`src/rtl/router_fifo.sv`:
```
// Per-destination output buffer of the 1x3 router, with a header-tagged store and a read-side packet counter.
// Define ROUTER_FIFO_OVF_FLAG_EN to build the sticky write-while-full overflow flag.
module router_fifo #(
    parameter int unsigned DEPTH = 16,
    parameter int unsigned WIDTH = 8
) (
    input  logic             clock,
    input  logic             resetn,
    input  logic             soft_reset,
    input  logic             write_enb,
    input  logic             read_enb,
    input  logic             lfd_state,
    input  logic [WIDTH-1:0] data_in,
    output logic             full,
    output logic             empty,
    output logic [WIDTH-1:0] data_out,
    output logic             overflow
);

    localparam int unsigned AW = $clog2(DEPTH);

    logic [WIDTH:0]   r_mem [DEPTH];
    logic [AW:0]      r_wr_ptr;
    logic [AW:0]      r_rd_ptr;
    logic [6:0]       r_pkt_cnt;
    logic [WIDTH-1:0] r_data_out;

    logic             w_wr_en;
    logic             w_rd_en;
    logic [WIDTH:0]   w_rd_word;

    // Extra MSB on each pointer distinguishes full from empty when the indices match.
    assign empty     = (r_wr_ptr == r_rd_ptr);
    assign full      = (r_wr_ptr[AW-1:0] == r_rd_ptr[AW-1:0]) && (r_wr_ptr[AW] != r_rd_ptr[AW]);
    assign w_wr_en   = write_enb && !full;
    assign w_rd_en   = read_enb && !empty;
    assign w_rd_word = r_mem[r_rd_ptr[AW-1:0]];
    assign data_out  = r_data_out;

    always_ff @(posedge clock) begin
        if (!resetn) begin
            r_wr_ptr   <= '0;
            r_rd_ptr   <= '0;
            r_pkt_cnt  <= '0;
            r_data_out <= '0;
            for (int unsigned i = 0; i < DEPTH; i++) begin
                r_mem[AW'(i)] <= '0;
            end
        end else if (soft_reset) begin
            r_wr_ptr   <= '0;
            r_rd_ptr   <= '0;
            r_pkt_cnt  <= '0;
            r_data_out <= '0;
        end else begin
            if (w_wr_en) begin
                r_mem[r_wr_ptr[AW-1:0]] <= {lfd_state, data_in};
                r_wr_ptr                <= r_wr_ptr + {{AW{1'b0}}, 1'b1};
            end
            if (w_rd_en) begin
                r_data_out <= w_rd_word[WIDTH-1:0];
                r_rd_ptr   <= r_rd_ptr + {{AW{1'b0}}, 1'b1};
                // Header byte carries payload length in bits 7:2; +1 accounts for parity.
                if (w_rd_word[WIDTH]) begin
                    r_pkt_cnt <= {1'b0, w_rd_word[7:2]} + 7'd1;
                end else if (r_pkt_cnt != 7'd0) begin
                    r_pkt_cnt <= r_pkt_cnt - 7'd1;
                end
            end else if (r_pkt_cnt == 7'd0) begin
                r_data_out <= '0;
            end
        end
    end

`ifdef ROUTER_FIFO_OVF_FLAG_EN
    logic r_overflow;

    always_ff @(posedge clock) begin
        if (!resetn) begin
            r_overflow <= 1'b0;
        end else if (soft_reset) begin
            r_overflow <= 1'b0;
        end else if (write_enb && full) begin
            r_overflow <= 1'b1;
        end
    end

    assign overflow = r_overflow;
`else
    assign overflow = 1'b0;
`endif

endmodule

```
`config.mk`:
```
export PLATFORM = sky130hd
export DESIGN_NAME = router_fifo
export DESIGN_NICKNAME = d
export VERILOG_FILES = /design/src/rtl/router_fifo.sv
export SDC_FILE = /design/constraint.sdc
export NUM_CORES = 1
export LEC_CHECK = 0
export BUFFER_PORTS_ARGS = -buffer_cell sky130_fd_sc_hd__buf_2
export CAP_MARGIN = 20
export CELL_PAD_IN_SITES_DETAIL_PLACEMENT = 1
export CELL_PAD_IN_SITES_GLOBAL_PLACEMENT = 2
export CORE_MARGIN = 5
export CORE_UTILIZATION = 48
export DETAILED_ROUTE_END_ITERATION = 16
export GPL_ROUTABILITY_DRIVEN = 1
export GPL_TIMING_DRIVEN = 0
export PLACE_DENSITY = 0.9
export SYNTH_ARGS = -nofsm -noshare
export SYNTH_HDL_FRONTEND = slang
export SYNTH_SLANG_ARGS = --single-unit
```
`constraint.sdc`:
```
create_clock -name clock -period 3.65 [get_ports clock]
set_input_delay 0.1825 -clock clock [delete_from_list [all_inputs] [get_ports clock]]
set_output_delay 0.1825 -clock clock [all_outputs]
set_load 0.02 [all_outputs]
```
==> impl_metrics.py <==
metrics = {
    "run_status": {
        "outcome": "finished clean",
    },
    "critical_path": {
        "crit_top_cell": "buf_2",
        "arrival_ns": 3.23,
        "start_kind": "flop",
        "slowest_stage": "nor3_2",
        "critPathKind": "flop to flop",
        "cp-end-kind": "flop",
        "max_stage_delay_ns": 0.67,
        "required_ns": 3.73,
        "critPathMaxFanout": 10,
        "r2r_cells": 8,
        "r2r_slack_ns": 0.50,
        "cp_cell_sequence": "buf_2 > xnor2_1 > nand4_1 > o21a_1 > buf_2 > nand3_1 > nor3_2 > nand2b_1",
    },
    "finish": {
        "final_nets": 662,
        "utilization_pct": 55.1,
        "seq_area_mm2": 0.00490,
        "n_antenna_cell": 0,
        "multi_input_area_mm2": 0.00303,
        "fill_cells": 1633,
        "final_area_mm2": 0.00918,
        "post_route_cells_drive_above_1_share_pct": 19.6,
        "areaGrowthSynthToFinish_pct": 12.7,
    },
    "route": {
        "vias_per_cell": 5.83,
        "ant_nets": 0,
        "vias": 5099,
        "drtIter0Drc": 556,
        "routedWlPerCell_um": 25.2,
        "routed_wl_um": 22000,
        "drc": 0,
        "firstDrtPassIters": 5,
    },
    "clock_network": {
        "cts.sinks": 173,
        "tritoncts": "yes",
        "cts.reportedPaths.clkPinSlew_ns": 0.07,
        "ctsResizeCount": 0,
        "clk_latency_ns": 0.44,
        "cts-root-buf": "clkbuf_16",
        "cts_hold_buf": 0,
        "cts_buffers": 17,
        "cts_buffer_depth": 2,
        "htree_levels": 4,
        "post_cts_buffers": 0,
    },
    "timing": {
        "finalCriticalPeriod_ns": 3.15,
        "fin_ws_ns": 0.502,
        "rsz0062_at_grt": "false",
        "timing.fmax_ghz": 0.318,
        "setup_viol": 0,
        "tns_ns": 0,
        "fin_crit_sh_pct": 86.3,
        "max-slew-margin-rel_pct": 28.8,
        "worst-slew-pin-transition_ns": 1.06,
        "fin_skew_ns": 0.0121,
        "slew_violations": 0,
        "finalHoldViolations": 0,
    },
    "synth": {
        "netlist_area_mm2": 0.00814,
        "syn_inst": 591,
        "synth_compound_area_share_pct": 5.09,
        "yosysSeqAreaShare_pct": 60.2,
        "synth_top_family_by_area": "simple AND/OR/NAND/NOR gates",
        "ys.flop_type": "edfxtp_1",
        "synth_fp_nets": 612,
        "synth-simple-area-share_pct": 17.6,
        "ys_ff_latch": 173,
        "synth.distinct_cells": 54,
        "syn_avg_cell_area_um2": 13.8,
        "ys_warn_count": 0,
        "async_flop_share_pct": 0,
        "synth_edf_count": 144,
        "synth_xor_area_share_pct": 1.72,
        "synth_fa_ha_area_share_pct": 1.08,
        "synth_mux_area_share_pct": 11.6,
    },
    "placement": {
        "place_ws_ns": 0.543,
        "dpl_cell_area_mm2": 0.00859,
        "dpl.hpwl_um": 15500,
        "gp_congestion": 0.855,
        "io_buffers": 23,
    },
    "power": {
        "p_switching_mw": 1.00,
        "intPower_mw": 3.29,
        "peakVddDrop_uv": 327,
        "clockPowerShare_pct": 42.9,
        "switching_share_pct": 23.3,
        "pwr-share-comb_pct": 5.5,
        "powerDensity_mw_per_mm2": 467,
        "p_leak_nw": 3.30,
        "p_seq_share_pct": 51.6,
    },
    "floorplanning": {
        "start_util_pct": 48.9,
        "fp.dieH_um": 140,
        "io_pins": 25,
        "fp.dieW_um": 140,
        "core_mm2": 0.0166,
        "dieArea_mm2": 0.0197,
        "fp-row-count": 47,
    },
    "grt": {
        "gr-usage-met1_pct": 29.2,
        "grt_overflow_total": 0,
        "grt_pass1_wl_um": 33600,
        "antenna_found_initial": 1,
        "grt_pass1_vias": 5500,
        "met2_usage_pct": 39.5,
        "busiest_layer": "met2",
        "grt_use_total_pct": 23.4,
        "met3_usage_pct": 5.62,
        "grt_start_max_net_pins": 17,
    },
    "min_path": {
        "min_path_cells": 2,
        "hold_path_class": "primary input to flop",
    },
    "run": {
        "maxCapViolCount": 0,
    },
}
-- final timing paths --
path | from | end
max | r_wr_ptr[2]$_SDFFE_PP0P_ | r_mem[3][8]$_SDFFCE_PN0P_
min | data_in[6] | r_mem[7][6]$_SDFFCE_PN0P_
max reg2reg | r_wr_ptr[2]$_SDFFE_PP0P_ | r_mem[3][8]$_SDFFCE_PN0P_
min reg2reg | data_out[0]$_SDFFE_PP0P_ | data_out[0]$_SDFFE_PP0P_
-- flip-flops by register name (all words and copies together) (netlist names), named ones only --
name       flops
data_out       8
r_mem        144
r_pkt_cnt      7
r_rd_ptr       5
r_wr_ptr       5
-- worst max-delay path: cells and delay by family, from the launching register on --
family	cells	cell delay, ns
compound gates	1	0.13
simple gates	4	1.83
buf+inv	2	0.43
xor+xnor	1	0.09
flops	1	0.30
-- cell type report --
class	count	area share (%)
sequential	173	53.4
multi-input combinational	380	33.0
clock buffer	17	4.64
tap	220	3.00
buffer	33	2.07
timing repair buffer	31	1.88
clock inverter	15	1.76
inverter	5	0.204
-- cells in the mapped netlist (2+ instances only) --
master,number,area (µm²)
xor2_1,8,70.1
a21o_1,2,15.0
nand3_1,19,95.1
buf_4,3,22.5
nand4_1,8,50.1
a21oi_1,15,75.1
o21a_1,3,22.5
buf_2,10,50.1
mux4_1,3,78.8
mux2i_1,8,80.1
nand2b_1,8,50.1
mux4_2,34,766
nor2_1,31,116
nand2_1,23,86.3
a22oi_1,2,15.0
o21ai_0,15,75.1
xnor2_1,8,70.1
clkbuf_1,16,60.1
nor3_1,2,10.0
edfxtp_1,144,4320
ha_1,7,87.6
buf_6,2,22.5
o22ai_1,2,12.5
mux2_2,2,22.5
o31ai_1,2,15.0
nor2b_1,4,25.0
and2_1,145,907
o221ai_1,2,17.5
inv_1,5,18.8
dfxtp_1,29,581
a221oi_2,3,45.0
nor3_2,4,40.0
-- power groups by stage --
| stage | Sequential, mW | Combinational (mW) | Clock [mW] |
|---|---|---|---|
| final | 2.21 | 0.237 | 1.84 |
| after global routing | 2.22 | 0.254 | 1.93 |
| after CTS | 2.21 | 0.237 | 1.86 |
| after detailed placement | 2.26 | 0.235 | 0 |
| after global placement | 2.25 | 0.222 | 0 |
| after floorplan | 2.25 | 0.139 | 0 |
-- placed cells by master, fill, tap and decap left out, types with 3 or more instances in the layout --
cell and count:
nand2b_1 8, nand2_1 23, nand4_1 8, a221oi_2 3, o21a_1 3, inv_1 5
and2_1 145, edfxtp_1 144, nor3_2 4, mux4_2 34, dfxtp_1 29, clkinv_1 3
clkbuf_1 16, nor2_1 31, clkbuf_16 17, mux4_1 3, nor2b_1 4, ha_1 7
mux2i_1 8, a21oi_1 15, o21ai_1 7, o21ai_0 9, buf_4 10, buf_2 34
xor2_1 8, nand3_1 19, inv_6 4, xnor2_1 8
-- layer usage --
metal  vias up  wire, µm
li1       2278         -
met1      2611      8930
met2       168     11100
met3        40      1370
met4         2       677
met5         -         7
-- through the flow --
| stage | hold slack [ns] | instances | power, mW |
|---|---|---|---|
| after floorplan | 0.381 | 591 | 2.39 |
| after CTS | 0.0988 | 874 | 4.31 |
| after global placement | 0.448 | 834 | 2.47 |
| after detailed placement | 0.460 | 842 | 2.49 |
| after global routing | 0.125 | 874 | 4.40 |
| final | 0.112 | 874 | 4.29 |
-- kinds of logic (layout without fill, tap and decap cells) --
family,after synthesis,after routing
adders and majority gates,7,7
DFF,173,173
AOI/OAI and AO/OA,58,58
xor gates and xnor gates,16,16
buffers and inverters,38,101
and+or+nand+nor,251,251
muxes,47,47
other,1,1
Note: power is estimated with default switching activity, not from simulation.
